### config.mk
export PLATFORM = sky130hd
export DESIGN_NAME = instr_fetch_unit_flat
export DESIGN_NICKNAME = d
export VERILOG_FILES = /design/src/rtl/instr_fetch_unit_if.sv /design/src/rtl/instr_fetch_unit.sv /design/src/flat_wrapper.sv
export SDC_FILE = /design/constraint.sdc
export NUM_CORES = 1
export LEC_CHECK = 0
export BUFFER_PORTS_ARGS = -buffer_cell sky130_fd_sc_hd__clkbuf_2
export CORE_UTILIZATION = 47
export CTS_CLUSTER_DIAMETER = 150
export DETAILED_ROUTE_END_ITERATION = 8
export GPL_TIMING_DRIVEN = 1
export HOLD_SLACK_MARGIN = 0.12
export PLACE_DENSITY = 0.84
export SLEW_MARGIN = 30
export SYNTH_ARGS = -nofsm -noshare
export SYNTH_HDL_FRONTEND = slang
export SYNTH_SLANG_ARGS = --single-unit
### constraint.sdc
create_clock -name clk -period 2.8 [get_ports clk]
set_input_delay 0.14 -clock clk [delete_from_list [all_inputs] [get_ports clk]]
set_output_delay 0.14 -clock clk [all_outputs]
set_load 0.1 [all_outputs]
### src/rtl/instr_fetch_unit_if.sv
// Fetch-unit bus: shared memory port, execute redirect and the decode handshake.
// The fetch unit sits on the master side; the memory, execute and decode logic sit on the slave side.
interface instr_fetch_unit_if #(
  parameter int PC_W    = 8,
  parameter int INSTR_W = 32
);
  logic               mem_busy;
  logic [INSTR_W-1:0] imem_data;
  logic               branch_taken;
  logic [PC_W-1:0]    branch_target;
  logic               instr_ready;
  logic               fetch_req;
  logic [15:0]        fetch_addr;
  logic [PC_W-1:0]    pc;
  logic [INSTR_W-1:0] instr;
  logic [3:0]         op_code;
  logic               instr_valid;
  logic               halted;

  modport master (
    input  mem_busy, imem_data, branch_taken, branch_target, instr_ready,
    output fetch_req, fetch_addr, pc, instr, op_code, instr_valid, halted
  );

  modport slave (
    output mem_busy, imem_data, branch_taken, branch_target, instr_ready,
    input  fetch_req, fetch_addr, pc, instr, op_code, instr_valid, halted
  );
endinterface

### src/rtl/instr_fetch_unit.sv
// Fetch stage: owns the PC and reads one word at a time from the shared memory port.
// It hands each word to decode, and it handles branch redirects and HALT.
module instr_fetch_unit #(
  parameter int              PC_W     = 8,
  parameter int              INSTR_W  = 32,
  parameter int              MEM_LAT  = 1,
  parameter logic [PC_W-1:0] RESET_PC = '0,
  parameter logic [3:0]      OP_HALT  = 4'b1111
) (
  input  logic                 clk,
  input  logic                 reset,
  instr_fetch_unit_if.master   bus
);

  localparam int             LAT_W    = (MEM_LAT > 1) ? $clog2(MEM_LAT) : 1;
  localparam logic [LAT_W-1:0] LAT_INIT = LAT_W'(MEM_LAT - 1);

  typedef enum logic [1:0] {
    S_REQ,
    S_WAIT,
    S_ISSUE,
    S_HALT
  } state_t;

  state_t             state;
  logic [PC_W-1:0]    pc_reg;
  logic [INSTR_W-1:0] instr_reg;
  logic               valid_reg;
  logic               halted_reg;
  logic               kill;
  logic [LAT_W-1:0]   lat_cnt;
  logic               data_return;

  assign data_return = (lat_cnt == '0);

  // A redirect in REQ suppresses the request so the stale PC never reaches memory.
  assign bus.fetch_req   = (state == S_REQ) && !bus.mem_busy && !bus.branch_taken;
  assign bus.fetch_addr  = 16'(pc_reg);
  assign bus.pc          = pc_reg;
  assign bus.instr       = instr_reg;
  assign bus.op_code     = instr_reg[INSTR_W-1 -: 4];
  assign bus.instr_valid = valid_reg;
  assign bus.halted      = halted_reg;

  always_ff @(posedge clk) begin
    if (reset) begin
      state      <= S_REQ;
      pc_reg     <= RESET_PC;
      instr_reg  <= '0;
      valid_reg  <= 1'b0;
      halted_reg <= 1'b0;
      kill       <= 1'b0;
      lat_cnt    <= '0;
    end else begin
      case (state)
        S_REQ: begin
          if (bus.branch_taken) begin
            pc_reg <= bus.branch_target;
          end else if (!bus.mem_busy) begin
            lat_cnt <= LAT_INIT;
            state   <= S_WAIT;
          end
        end

        // A redirect while waiting must still let the outstanding read drain before refetching.
        S_WAIT: begin
          if (!data_return) begin
            lat_cnt <= lat_cnt - LAT_W'(1);
          end
          if (bus.branch_taken) begin
            pc_reg <= bus.branch_target;
            if (data_return) begin
              kill  <= 1'b0;
              state <= S_REQ;
            end else begin
              kill <= 1'b1;
            end
          end else if (data_return) begin
            if (kill) begin
              kill  <= 1'b0;
              state <= S_REQ;
            end else begin
              instr_reg <= bus.imem_data;
              valid_reg <= 1'b1;
              state     <= S_ISSUE;
            end
          end
        end

        S_ISSUE: begin
          if (bus.branch_taken) begin
            pc_reg    <= bus.branch_target;
            valid_reg <= 1'b0;
            state     <= S_REQ;
          end else if (bus.instr_ready) begin
            valid_reg <= 1'b0;
            if (bus.op_code == OP_HALT) begin
              halted_reg <= 1'b1;
              state      <= S_HALT;
            end else begin
              pc_reg <= pc_reg + 1'b1;
              state  <= S_REQ;
            end
          end
        end

        S_HALT: begin
          state <= S_HALT;
        end

        default: begin
          state <= S_REQ;
        end
      endcase
    end
  end

endmodule

### src/flat_wrapper.sv
// flat-port wrapper written by rule: the top's interface ports become plain ports
module instr_fetch_unit_flat 
#(
  parameter int              PC_W     = 8,
  parameter int              INSTR_W  = 32,
  parameter int              MEM_LAT  = 1,
  parameter logic [PC_W-1:0] RESET_PC = '0,
  parameter logic [3:0]      OP_HALT  = 4'b1111
)
  (clk, reset, bus_mem_busy, bus_imem_data, bus_branch_taken, bus_branch_target, bus_instr_ready, bus_fetch_req, bus_fetch_addr, bus_pc, bus_instr, bus_op_code, bus_instr_valid, bus_halted);
  instr_fetch_unit_if #(.PC_W(PC_W), .INSTR_W(INSTR_W)) bus_i ();
  input  logic clk;
  input  logic reset;
  input wire logic [$bits(bus_i.mem_busy)-1:0] bus_mem_busy;
  input wire logic [$bits(bus_i.imem_data)-1:0] bus_imem_data;
  input wire logic [$bits(bus_i.branch_taken)-1:0] bus_branch_taken;
  input wire logic [$bits(bus_i.branch_target)-1:0] bus_branch_target;
  input wire logic [$bits(bus_i.instr_ready)-1:0] bus_instr_ready;
  output wire logic [$bits(bus_i.fetch_req)-1:0] bus_fetch_req;
  output wire logic [$bits(bus_i.fetch_addr)-1:0] bus_fetch_addr;
  output wire logic [$bits(bus_i.pc)-1:0] bus_pc;
  output wire logic [$bits(bus_i.instr)-1:0] bus_instr;
  output wire logic [$bits(bus_i.op_code)-1:0] bus_op_code;
  output wire logic [$bits(bus_i.instr_valid)-1:0] bus_instr_valid;
  output wire logic [$bits(bus_i.halted)-1:0] bus_halted;
  assign bus_i.mem_busy = bus_mem_busy;
  assign bus_i.imem_data = bus_imem_data;
  assign bus_i.branch_taken = bus_branch_taken;
  assign bus_i.branch_target = bus_branch_target;
  assign bus_i.instr_ready = bus_instr_ready;
  assign bus_fetch_req = bus_i.fetch_req;
  assign bus_fetch_addr = bus_i.fetch_addr;
  assign bus_pc = bus_i.pc;
  assign bus_instr = bus_i.instr;
  assign bus_op_code = bus_i.op_code;
  assign bus_instr_valid = bus_i.instr_valid;
  assign bus_halted = bus_i.halted;
  instr_fetch_unit #(.PC_W(PC_W), .INSTR_W(INSTR_W), .MEM_LAT(MEM_LAT), .RESET_PC(RESET_PC), .OP_HALT(OP_HALT)) u_core (.clk(clk), .reset(reset), .bus(bus_i));
endmodule
* After elaboration in Yosys (flattened, before gate mapping) *
Cells that the tools add are included.

storage, ports and cells
  register bits after elaboration = 46
  latch bits = 0
  memory bits (writable) = 0
  memory bits (read-only) = 0
  input port bits = 45
  output and inout bits = 63
  logic and storage cells = 69
  memories kept = 0

cells by class
  add/sub/neg operators = 2
  multiply operators = 0
  divide/modulo/power cells = 0
  order comparisons = 0
  equal/unequal tests = 13
  shift-type cells = 0
  muxes and demuxes = 28
  bitwise logic cells = 3
  reduce and logical (&&, ||, !) cells = 16

operators by type and width
  cell                                                 number
  two-way mux 8 bit                                    4
  two-way mux 2 bit                                    9
  case mux 8 bit (2 select lines)                      1
  AND reduction 4 bit                                  4
  != test 2 bit, second input constant                 6
  two-way mux 1 bit                                    11
  adder 8 x 1 -> 8 bit, second input constant          1
  case mux 2 bit (4 select lines)                      1
  != test 3 bit, second input constant                 2
  nonzero test 2 bit                                   3
  AND reduction 5 bit                                  1
  equality test 2 bit, second input constant           2
  equality test 4 bit, second input constant           1
  case mux 1 bit (2 select lines)                      2
  inverter 1 bit                                       3
  AND reduction 3 bit                                  1
  equality test 2 x 1 -> 1 bit, second input constant  1
  logical AND 1 bit                                    2
  zero test 1 bit                                      2
  zero test 2 bit                                      1
  != test 2 x 1 -> 1 bit, second input constant        1
  AND reduction 2 bit                                  1
  OR reduction 2 bit                                   1
  subtractor 1 bit, second input constant              1

* Logic depth before layout (Yosys ltp) *
  depth in word-level cells = 5
  mapped depth = 7
  depth with buffers taken out = 5

* Worst setup path before layout *
No wires, ideal clock.

  path type = register to register
  from = register u_core.state[1]
  to = register u_core.state[0]
  arrival time = 3.689 ns
  data required time = 2.722 ns
  setup slack = -0.967 ns
  cell stages (with the launch flop) = 5
  period minus slack after synthesis = 3.767 ns
  path through = dfxtp_1 -> buf_4 -> nor4_1 -> a21oi_1 -> a21oi_1

between the ends
  cells in the longest elaborated chain, start to end = 3
  elaborated cells between the ends (all ways) = 10

RTL lines
  item                                                             line                    RTL
  from (decl)                                                      instr_fetch_unit.sv:25  state_t state;
  from (signal assigned)                                           instr_fetch_unit.sv:47  state <= S_REQ;
  from (signal assigned)                                           instr_fetch_unit.sv:61  state <= S_WAIT;
  from (signal assigned)                                           instr_fetch_unit.sv:74  state <= S_REQ;
  equality test 2 bit (tied with other cells)                      instr_fetch_unit.sv:55  case (state)
  != test 3 bit (no source line) or != test 2 bit (tied branches)  -
  AND reduction 4 bit (no source line)                             -

Several ways; a longest one is shown, not always the timed one.
A chain may end at the register's enable or synchronous reset.

* Final worst setup path *
  from = register u_core.state[1]
  to = register u_core.instr_reg[1], in the netlist u_core.bus.instr[1]

between the ends
  cells in the longest elaborated chain, start to end = 2

RTL lines
  item                                  line                    RTL
  equality test 2 x 1 -> 1 bit          instr_fetch_unit.sv:55
  AND reduction 4 bit (no source line)  -
  to (signal assigned)                  instr_fetch_unit.sv:83  instr_reg <= bus.imem_data;
  to (decl)                             instr_fetch_unit.sv:27  logic [INSTR_W-1:0] instr_reg;

Every way passes these cells.

==> metrics.md <==
| Metric | Value |
|---|---|
| Outcome | `complete, no violations` |
| Detailed-route DRC error count | `0` |
| YS warnings | `0` |
| CP Cell Sequence | `nor2_1 > and2_1 > buf_4 > nand2_1 > a21oi_1` |
| First-pass GRT wire length | `about 8.6 mm` |
| Worst setup SP type | `flip-flop` |
| Leakage | `1.241 nW` |
| Worst Clk Skew | `around 3.9 ps` |
| Post-synthesis sequential area ratio | `0.4496` |
| Pwr dens | `approximately 540 mW/mm^2` |
| WP data arrival | `approximately 2000 ps` |
| Drt pass-1 iters | `4` |
| Max-cap violations | `0` |
| Die area | `around 0.0044 sq mm` |
| Unrepaired setup endpoints after global routing | `false` |
| Vias per std cell | `5.096` |
| Area Growth Syn to Fin | `40.55%` |
| Flop-to-flop setup slack | `between 1000 and 1500 ps` |
| Initial antenna violation count | `0` |
| Yosys cell types | `34` |
| Flop and latch count out of synthesis | `44` |
| Port Buf Inserts | `a little under 100` |
| Core footprint | `0.004000 sq mm` |
| Kind of end point of the critical path | `flip-flop` |
| Most common cell after layout, fill and taps aside | `clkbuf_2` |
| I/O Pins | `108` |
| Layout cells sized above 1 | `0.3096` |
| Std cell rows | `23` |
| Largest register FFs | `32` |
| GPL Wtd Cong | `around 0.76` |
| CTS buffer count | `5` |
| Syn avg cell area | `approximately 8 sq um` |
| DR vias | `2,115` |
| Max Freq | `between 0.5 and 0.6 GHz` |
| Final worst setup slack | `1003 ps` |
| Die Height | `roughly 67 microns` |
| Worst slew pin tran | `approximately 870 ps` |
| Worst Path Required | `roughly 3000 ps` |
| Clock Path Buffers | `2` |
| CP max FO | `17` |
| Hold crit path type | `in -> reg` |
| Mapped Cells | `~250` |
| Slowest stage delay, CP | `approximately 540 ps` |
| Worst path buffer plus inverter count | `1` |
| Setup TNS | `0 ps` |
| H-tree levels | `2` |
| Layout fillers | `319` |
| DRT antenna net count | `0` |
| Worst-Skew Late Latency | `290 ps` |
| # setup viols final | `0` |
| Number of synthesized flops with an enable pin | `0` |
| Fin. max-slew vios | `0` |
| Initial Util | `0.4898` |
| VDD IR max | `0.4076 mV` |
| GR Overflow Total | `0` |
| CTS tree | `yes` |
| DP HPWL | `around 3.1 mm` |
| Overall track demand over capacity in global routing | `0.2594` |
| Clk slew on worst S/H paths | `~80 ps` |
| Most used DFF post-synth | `dfxtp_1` |
| Ys async rst share | `0` |
| DRT iter0 DRCs | `137` |
| Overall Power | `1.497 mW` |
| Number of global-route vias before repair | `roughly 1,900` |
| Slowest CP cell | `and2_1` |
| Crit path max-delay family | `simple AND/OR/NAND/NOR gates` |
| Final Hold Fails | `0` |
| Most frequent cells in the layout | `clkbuf_2 (99), nand2_1 (77), dfxtp_1 (44)` |
| Clock sinks | `between 40 and 50` |
| # Post-CTS Setup Buffers | `0` |
| WS Path Type | `reg -> reg` |
| Worst rel slew slack | `0.4220` |
| Clock tree root driver cell | `clkbuf_8` |
| Routed wire per std cell | `about 13 microns` |
| Final Cycle Share | `0.6419` |
| Post-Syn Area | `0.001959 sq mm` |
| N_diodes | `0` |
| Pre-CTS WS | `~1100 ps` |
| Die Wd | `66.57 microns` |
| Tmin final | `between 1500 and 2000 ps` |
| Final wirelength | `5.460 mm` |
| Largest net degree at the start of global routing | `44` |
| Nets | `410` |
==> what timing repair did <==
| item | CTS | global route |
|---|---|---|
| hold buffers | 34 | 0 |
| endpoints found under the setup margin | 0 | 0 |
| gates resized for setup | 0 | 0 |
| endpoints found under the hold margin | 34 | 0 |
==> cells in the mapped netlist, types with 3 or more instances <==
cell	n	area share
nand2_1	77	0.15
clkbuf_1	9	0.017
a32o_1	3	0.015
buf_4	21	0.080
o21ai_0	6	0.015
buf_2	4	0.010
nor2_1	9	0.017
o41ai_1	3	0.013
buf_6	3	0.017
dfxtp_1	44	0.45
nor3_1	3	0.0077
a21oi_1	42	0.11
==> metal layers <==
metal	track usage	vias up	routed length (microns)
met5	0	-	0
met4	0.08511	0	111
met3	0.07877	13	427
met2	0.4407	107	2654
met1	0.3076	959	2266
li1	-	1036	-
==> stage by stage <==
step	hold WS (ps)	cells	utilization	instance area, sq um
2_1_floorplan	276.0	259	-	1992
3_3_place_gp	362.3	373	0.5799	2320
3_5_place_dp	367.1	373	0.5799	2320
4_1_cts	149.7	415	0.6885	2754
5_1_grt	162.6	415	0.6885	2754
6_report	146.9	415	0.6885	2754
==> logic make-up (layout without fill, tap and decap cells) <==
logic type      Yosys count  count (layout)  synth area share
simple gates            105             105            0.2318
compound gates           62              62            0.1814
flops                    44              44            0.4496
buf+inv                  39             145            0.1290
fa+ha+maj                 1               1          0.006385
other cells               1               8          0.001914
==> final timing paths <==
kind | start | end | cells after the start
worst max register to register | u_core.state[1]$_SDFFE_PP0P_ | u_core.bus.instr[1]$_SDFFE_PP0P_ | 5
worst min-delay path | bus_branch_target[7] | u_core.bus.pc[7]$_SDFFE_PP0P_ | 4
worst min register to register | u_core.bus.instr[26]$_SDFFE_PP0P_ | u_core.bus.instr[26]$_SDFFE_PP0P_ | 2
worst max-delay path | u_core.state[1]$_SDFFE_PP0P_ | u_core.bus.instr[1]$_SDFFE_PP0P_ | 5
==> area by class of cell <==
cell class	count	area, sq um	area share
clock inverters	1	7.507	0.002726
clock buffers	7	86.33	0.03135
flip-flops and latches	44	880.8	0.3199
inverters	2	7.507	0.002726
multi-input cells	176	858.3	0.3117
repair buffers	135	850.8	0.3090
well taps	50	62.56	0.02272
==> worst min-delay path, stage by stage <==
cell	delay, ps
clkbuf_2	70
nand2_1	40
o41ai_1	50
a32o_1	110
==> report_power, final <==
| group | switching (mW) | internal, mW |
|---|---|---|
| registers | 0.0208 | 0.644 |
| clock network | 0.221 | 0.201 |
| logic | 0.318 | 0.0924 |
No activity file was read; power rests on OpenSTA's default activity.
